===== config.mk =====
export PLATFORM = sky130hd
export DESIGN_NAME = mem_copy_dma
export DESIGN_NICKNAME = d
export VERILOG_FILES = /design/src/rtl/mem_copy_dma.sv
export SDC_FILE = /design/constraint.sdc
export NUM_CORES = 1
export LEC_CHECK = 0
export CELL_PAD_IN_SITES_DETAIL_PLACEMENT = 1
export CELL_PAD_IN_SITES_GLOBAL_PLACEMENT = 1
export CORE_ASPECT_RATIO = 1.25
export CORE_MARGIN = 4
export CORE_UTILIZATION = 23
export DETAILED_ROUTE_END_ITERATION = 10
export GPL_TIMING_DRIVEN = 0
export HOLD_SLACK_MARGIN = 0.15
export PLACE_DENSITY = 0.61
export REMOVE_ABC_BUFFERS = 1
export SLEW_MARGIN = 40
export SYNTH_ARGS = -nofsm -noshare
export SYNTH_HDL_FRONTEND = slang
export SYNTH_SLANG_ARGS = --single-unit
export TNS_END_PERCENT = 10

===== constraint.sdc =====
create_clock -name clk -period 2.25 [get_ports clk]
set_input_delay 0.3375 -clock clk [delete_from_list [all_inputs] [get_ports clk]]
set_output_delay 0.3375 -clock clk [all_outputs]
set_load 0.05 [all_outputs]

===== src/rtl/mem_copy_dma.sv =====
// Byte-serial block-copy bus master: read-then-write per byte over a single-port
// memory bus, with an 8-bit running checksum of every byte moved.
module mem_copy_dma #(
    parameter int unsigned ADDR_W = 16,
    parameter int unsigned DATA_W = 8,
    parameter int unsigned LEN_W  = 16
) (
    input  logic              clk,
    input  logic              rst,
    input  logic              start,
    input  logic [ADDR_W-1:0] src_addr,
    input  logic [ADDR_W-1:0] dst_addr,
    input  logic [LEN_W-1:0]  len,
    output logic              busy,
    output logic              done,
    output logic [DATA_W-1:0] checksum,
    output logic              bus_we,
    output logic [ADDR_W-1:0] bus_addr,
    output logic [DATA_W-1:0] bus_wdata,
    input  logic [DATA_W-1:0] bus_rdata
);

    typedef enum logic [2:0] {
        S_IDLE,
        S_RD,
        S_CAP,
        S_WR,
        S_DONE
    } state_t;

    state_t            state;
    state_t            state_nx;
    logic [ADDR_W-1:0] src_ptr;
    logic [ADDR_W-1:0] src_nx;
    logic [ADDR_W-1:0] dst_ptr;
    logic [ADDR_W-1:0] dst_nx;
    logic [LEN_W-1:0]  remaining;
    logic [LEN_W-1:0]  rem_nx;
    logic [DATA_W-1:0] data_reg;
    logic [DATA_W-1:0] data_nx;
    logic [DATA_W-1:0] csum_nx;
    logic              busy_nx;
    logic              done_nx;
    logic              we_nx;
    logic [ADDR_W-1:0] addr_nx;
    logic [DATA_W-1:0] wdata_nx;

    // State, datapath and registered bus/status outputs
    always_ff @(posedge clk) begin
        if (rst) begin
            state     <= S_IDLE;
            src_ptr   <= '0;
            dst_ptr   <= '0;
            remaining <= '0;
            data_reg  <= '0;
            checksum  <= '0;
            busy      <= 1'b0;
            done      <= 1'b0;
            bus_we    <= 1'b0;
            bus_addr  <= '0;
            bus_wdata <= '0;
        end else begin
            state     <= state_nx;
            src_ptr   <= src_nx;
            dst_ptr   <= dst_nx;
            remaining <= rem_nx;
            data_reg  <= data_nx;
            checksum  <= csum_nx;
            busy      <= busy_nx;
            done      <= done_nx;
            bus_we    <= we_nx;
            bus_addr  <= addr_nx;
            bus_wdata <= wdata_nx;
        end
    end

    // Next-state/datapath logic; outputs are decoded from the next state so the
    // registered bus lines line up with the state they belong to
    always_comb begin
        state_nx = state;
        src_nx   = src_ptr;
        dst_nx   = dst_ptr;
        rem_nx   = remaining;
        data_nx  = data_reg;
        csum_nx  = checksum;
        busy_nx  = 1'b0;
        done_nx  = 1'b0;
        we_nx    = 1'b0;
        addr_nx  = bus_addr;
        wdata_nx = data_reg;

        unique case (state)
            S_IDLE: begin
                if (start) begin
                    src_nx   = src_addr;
                    dst_nx   = dst_addr;
                    rem_nx   = len;
                    csum_nx  = '0;
                    state_nx = (len != '0) ? S_RD : S_DONE;
                end
            end
            S_RD: begin
                state_nx = S_CAP;
            end
            S_CAP: begin
                data_nx  = bus_rdata;
                csum_nx  = checksum + bus_rdata;
                state_nx = S_WR;
            end
            S_WR: begin
                src_nx   = src_ptr + ADDR_W'(1);
                dst_nx   = dst_ptr + ADDR_W'(1);
                rem_nx   = remaining - LEN_W'(1);
                state_nx = (remaining == LEN_W'(1)) ? S_DONE : S_RD;
            end
            S_DONE: begin
                state_nx = S_IDLE;
            end
            default: begin
                state_nx = S_IDLE;
            end
        endcase

        unique case (state_nx)
            S_RD, S_CAP: begin
                busy_nx = 1'b1;
                addr_nx = src_nx;
            end
            S_WR: begin
                busy_nx = 1'b1;
                we_nx   = 1'b1;
                addr_nx = dst_nx;
            end
            S_DONE: begin
                done_nx = 1'b1;
            end
            default: begin
                busy_nx = 1'b0;
            end
        endcase

        wdata_nx = data_nx;
    end

endmodule


==> results by group <==
Status
  – Status: finished, final reports clean

Critical path
  – CP startpoint kind: input pin
  – Kind of critical path: input pin to flip-flop
  – Crit end category: flip-flop
  – Worst Path Arrival: 2.46 ns
  – WP data required: between 2 and 3 ns
  – Crit Path Max Fanout: 7

Floorplan
  – Total core area: around 0.019 sq mm
  – Die area: ~0.022 sq mm
  – Die W: ~130 um
  – Boundary Pins: 94
  – Initial Util: roughly a quarter
  – Die Span Y: 165 um
  – Rows: 57

Pwr
  – Pwr per Cell Area: ~840 mW/mm^2
  – Combinational cell fraction of total power: roughly a third
  – VDD IR max: between 0.3 and 0.4 mV
  – Leakage Power: ~0.0022 uW
  – Internal: roughly 3400 uW
  – Clock share of power: between 20% and 30%
  – Total Power: around 5300 uW
  – Switching Power: between 1500 and 2000 uW
  – Net Sw Frac: about 36%
  – Reg power frac: a little over a third

Global routing
  – Initial antenna violation count: 1
  – First-pass GRT wire length: 26.4 mm
  – GRT overflow: 0
  – Global routing usage on met2: 27.3%
  – GR peak layer: met2
  – Met3 usage: under 10%
  – Number of global-route vias before repair: 4,966
  – Largest net degree at the start of global routing: 45
  – Total GRT Usage: between 10% and 20%
  – Met1 usage: 17.6%

Final layout
  – Layout net count: ~750
  – Synth-to-Final Area Change: 41.4%
  – N_diodes: 0
  – Share of cells above drive strength 1: a little under an eighth
  – Final Cell Area: between 0.006 and 0.007 sq mm

Clock network
  – Clock slew at reported path FFs: 0.06 ns
  – Clk_lat worst skew: 0.34 ns
  – Max Root-Sink Buffers: 2
  – CTS hold repair buffers: 0
  – CTS tree: built
  – Clk root buf: clkbuf_16
  – H-tree depth: 3
  – Clock Sinks: 86
  – CTS Buf Count: 9

Worst hold path
  – HP Class: input pin to flip-flop

Placed design
  – Area after DPL: between 0.005 and 0.006 sq mm
  – Port buffer count: 93
  – Hpwl dp: around 12 mm
  – Gp weighted congestion: about 0.81
  – DP Worst Slack: -0.928 ns

Timing
  – Clk_skew: 0.00776 ns
  – Final hold vios: 0
  – Slew Limit Fails: 0
  – Setup Total Neg Slack: 0 ns
  – Slew margin rel.: approximately 54%
  – Fin crit share: between 90% and 100%
  – Worst setup margin: 0.0655 ns
  – Worst Tran Pin Value: just under 0.7 ns
  – Setup violators final: 0
  – Min Tclk post-route: around 2.2 ns
  – Fmax: 0.458 GHz
  – RSZ-0062 raised after global routing: yes

Logic synthesis
  – Syn Std Cell Area: ~0.0045 sq mm
  – Synth Warn #: 0
  – Async set-reset flop share out of synthesis: 0%
  – Synth cell types: 60
  – Sequential fraction of the synthesis area: a little under two fifths
  – Post-synth EDFFs: 0
  – Most used DFF post-synth: dfxtp_1
  – Mapped Avg Cell Area: 7.80 sq um
  – Cell count after synthesis: just under 600
  – Synth Register Bits: 86

Route
  – Number of nets with antenna violations after routing: 0
  – Detailed Route WL: approximately 17 mm
  – DRT Pass-1 Iters: 4
  – Vias post-DR: ~4.8k
  – Residual DRC: 0
  – WL/cell: approximately 18 um
  – DRT iter0 DRCs: between 200 and 250
  – Vias per cell: between 5 and 6

Flow run
  – Max-Cap Viols: 0
## power groups by stage
stage	registers, uW	logic, uW	clock network (uW)
floorplan	2160	720	0
global placement	1910	1570	0
detailed placement	1920	1630	0
CTS	1900	1810	1640
global route	1940	1980	1710
finish	1910	1830	1590
## synthesized netlist by cell type (3+ instances only)
cell       n  area (sq um)
a211o_1    6          52.6
a21o_1     4          30.0
a21oi_1   62           310
a221o_1    4          40.0
a221oi_1  10          87.6
a22oi_1    8          60.1
a31oi_1   11          68.8
and2_1     5          31.3
buf_1      3          11.3
buf_2      8          40.0
clkbuf_1  26          97.6
dfxtp_1   86          1720
ha_1      11           138
inv_1      6          22.5
mux2i_1    5          50.1
nand2_1   86           323
nand2b_1   3          18.8
nand3_1   24           120
nand4_1    9          56.3
nor2_1    66           248
nor2b_1    3          18.8
nor3_1    16          80.1
nor4_1    17           106
o211ai_1  11          82.6
o21ai_0   28           140
o311ai_0   3          26.3
or3_1      6          37.5
or4_1      3          22.5
xnor2_1    5          43.8
## critical path: stages
cell	delay, ns
clkdlybuf4s50_1	0.50
nor4b_4	0.27
buf_4	0.21
buf_4	0.16
clkbuf_4	0.18
buf_4	0.16
and2_1	0.15
nor3_1	0.05
a311o_2	0.30
a21oi_1	0.13
## kinds of logic after synthesis
logic type | Yosys count | share of synthesized area [%]
muxes | 5 | 1.11
DFF | 86 | 38.1
buffers and inverters | 45 | 4.29
AOI/OAI and AO/OA | 171 | 24.9
adders and majority gates | 12 | 3.49
xor gates and xnor gates | 7 | 1.36
and+or+nand+nor | 253 | 26.7
## cells in the final DEF (no fill, tap or decap), types with 3 or more instances in the layout
cell type | synthesis | routed
and2_1 | 5 | 5
nor2b_1 | 3 | 3
dfxtp_1 | 86 | 82
a21oi_1 | 62 | 61
nand4_1 | 9 | 9
a221oi_2 | 0 | 3
nand2_1 | 86 | 84
a31oi_1 | 11 | 11
a22oi_1 | 8 | 8
nand3_1 | 24 | 22
clkdlybuf4s50_1 | 0 | 92
buf_6 | 2 | 4
a221o_1 | 4 | 4
o211ai_1 | 11 | 11
o21ai_0 | 28 | 27
a211o_1 | 6 | 6
or3_1 | 6 | 6
xnor2_1 | 5 | 5
nor3_1 | 16 | 15
nor4_2 | 0 | 4
nor2_1 | 66 | 64
a21o_1 | 4 | 4
mux2i_1 | 5 | 5
a221oi_1 | 10 | 6
buf_4 | 0 | 17
buf_2 | 8 | 4
o311ai_0 | 3 | 3
ha_1 | 11 | 11
nor4_1 | 17 | 12
clkbuf_16 | 0 | 9
inv_1 | 6 | 6
## routing by layer
layer  wire length [um]  vias up
met5                  8        -
met4                444        2
met3                666       31
met2               8700      126
met1               7190     2329
li1                   -     2332
## layout make-up
cell class,count,area (sq um)
clock buffers,11,233
multi-input cells,450,2810
repair buffers,121,1190
fillers,2323,13000
well taps,265,332
inverters,6,22.5
flip-flops and latches,86,1730
clock inverters,4,72.6
## through the flow
stage               hold slack [ns]  cells  util [%]
global placement              0.440    898      28.9
floorplan                     0.400    540         -
finish                        0.367    943      32.9
detailed placement            0.448    912      29.6
CTS                           0.353    940      32.4
global route                  0.371    943      32.9
## path summary, 6_finish.rpt
path / end / slack [ns] / from / cells after the start
worst min register to register: data_reg[2] / 0.45 / data_reg[2] / 2
worst min-delay path: src_ptr[0] / 0.37 / rst / 2
worst max-delay path: bus_addr[11] / 0.07 / start / 10
worst max register to register: bus_addr[11] / 0.07 / state[0] / 9
## repair_timing
action                                  CTS  global route
pin swaps                                 7            10
setup buffers                            12             3
endpoints found under the setup margin   52            19
gates cloned                              1             1
gates resized for setup                  25            16
No activity file was read; power rests on OpenSTA's default activity.
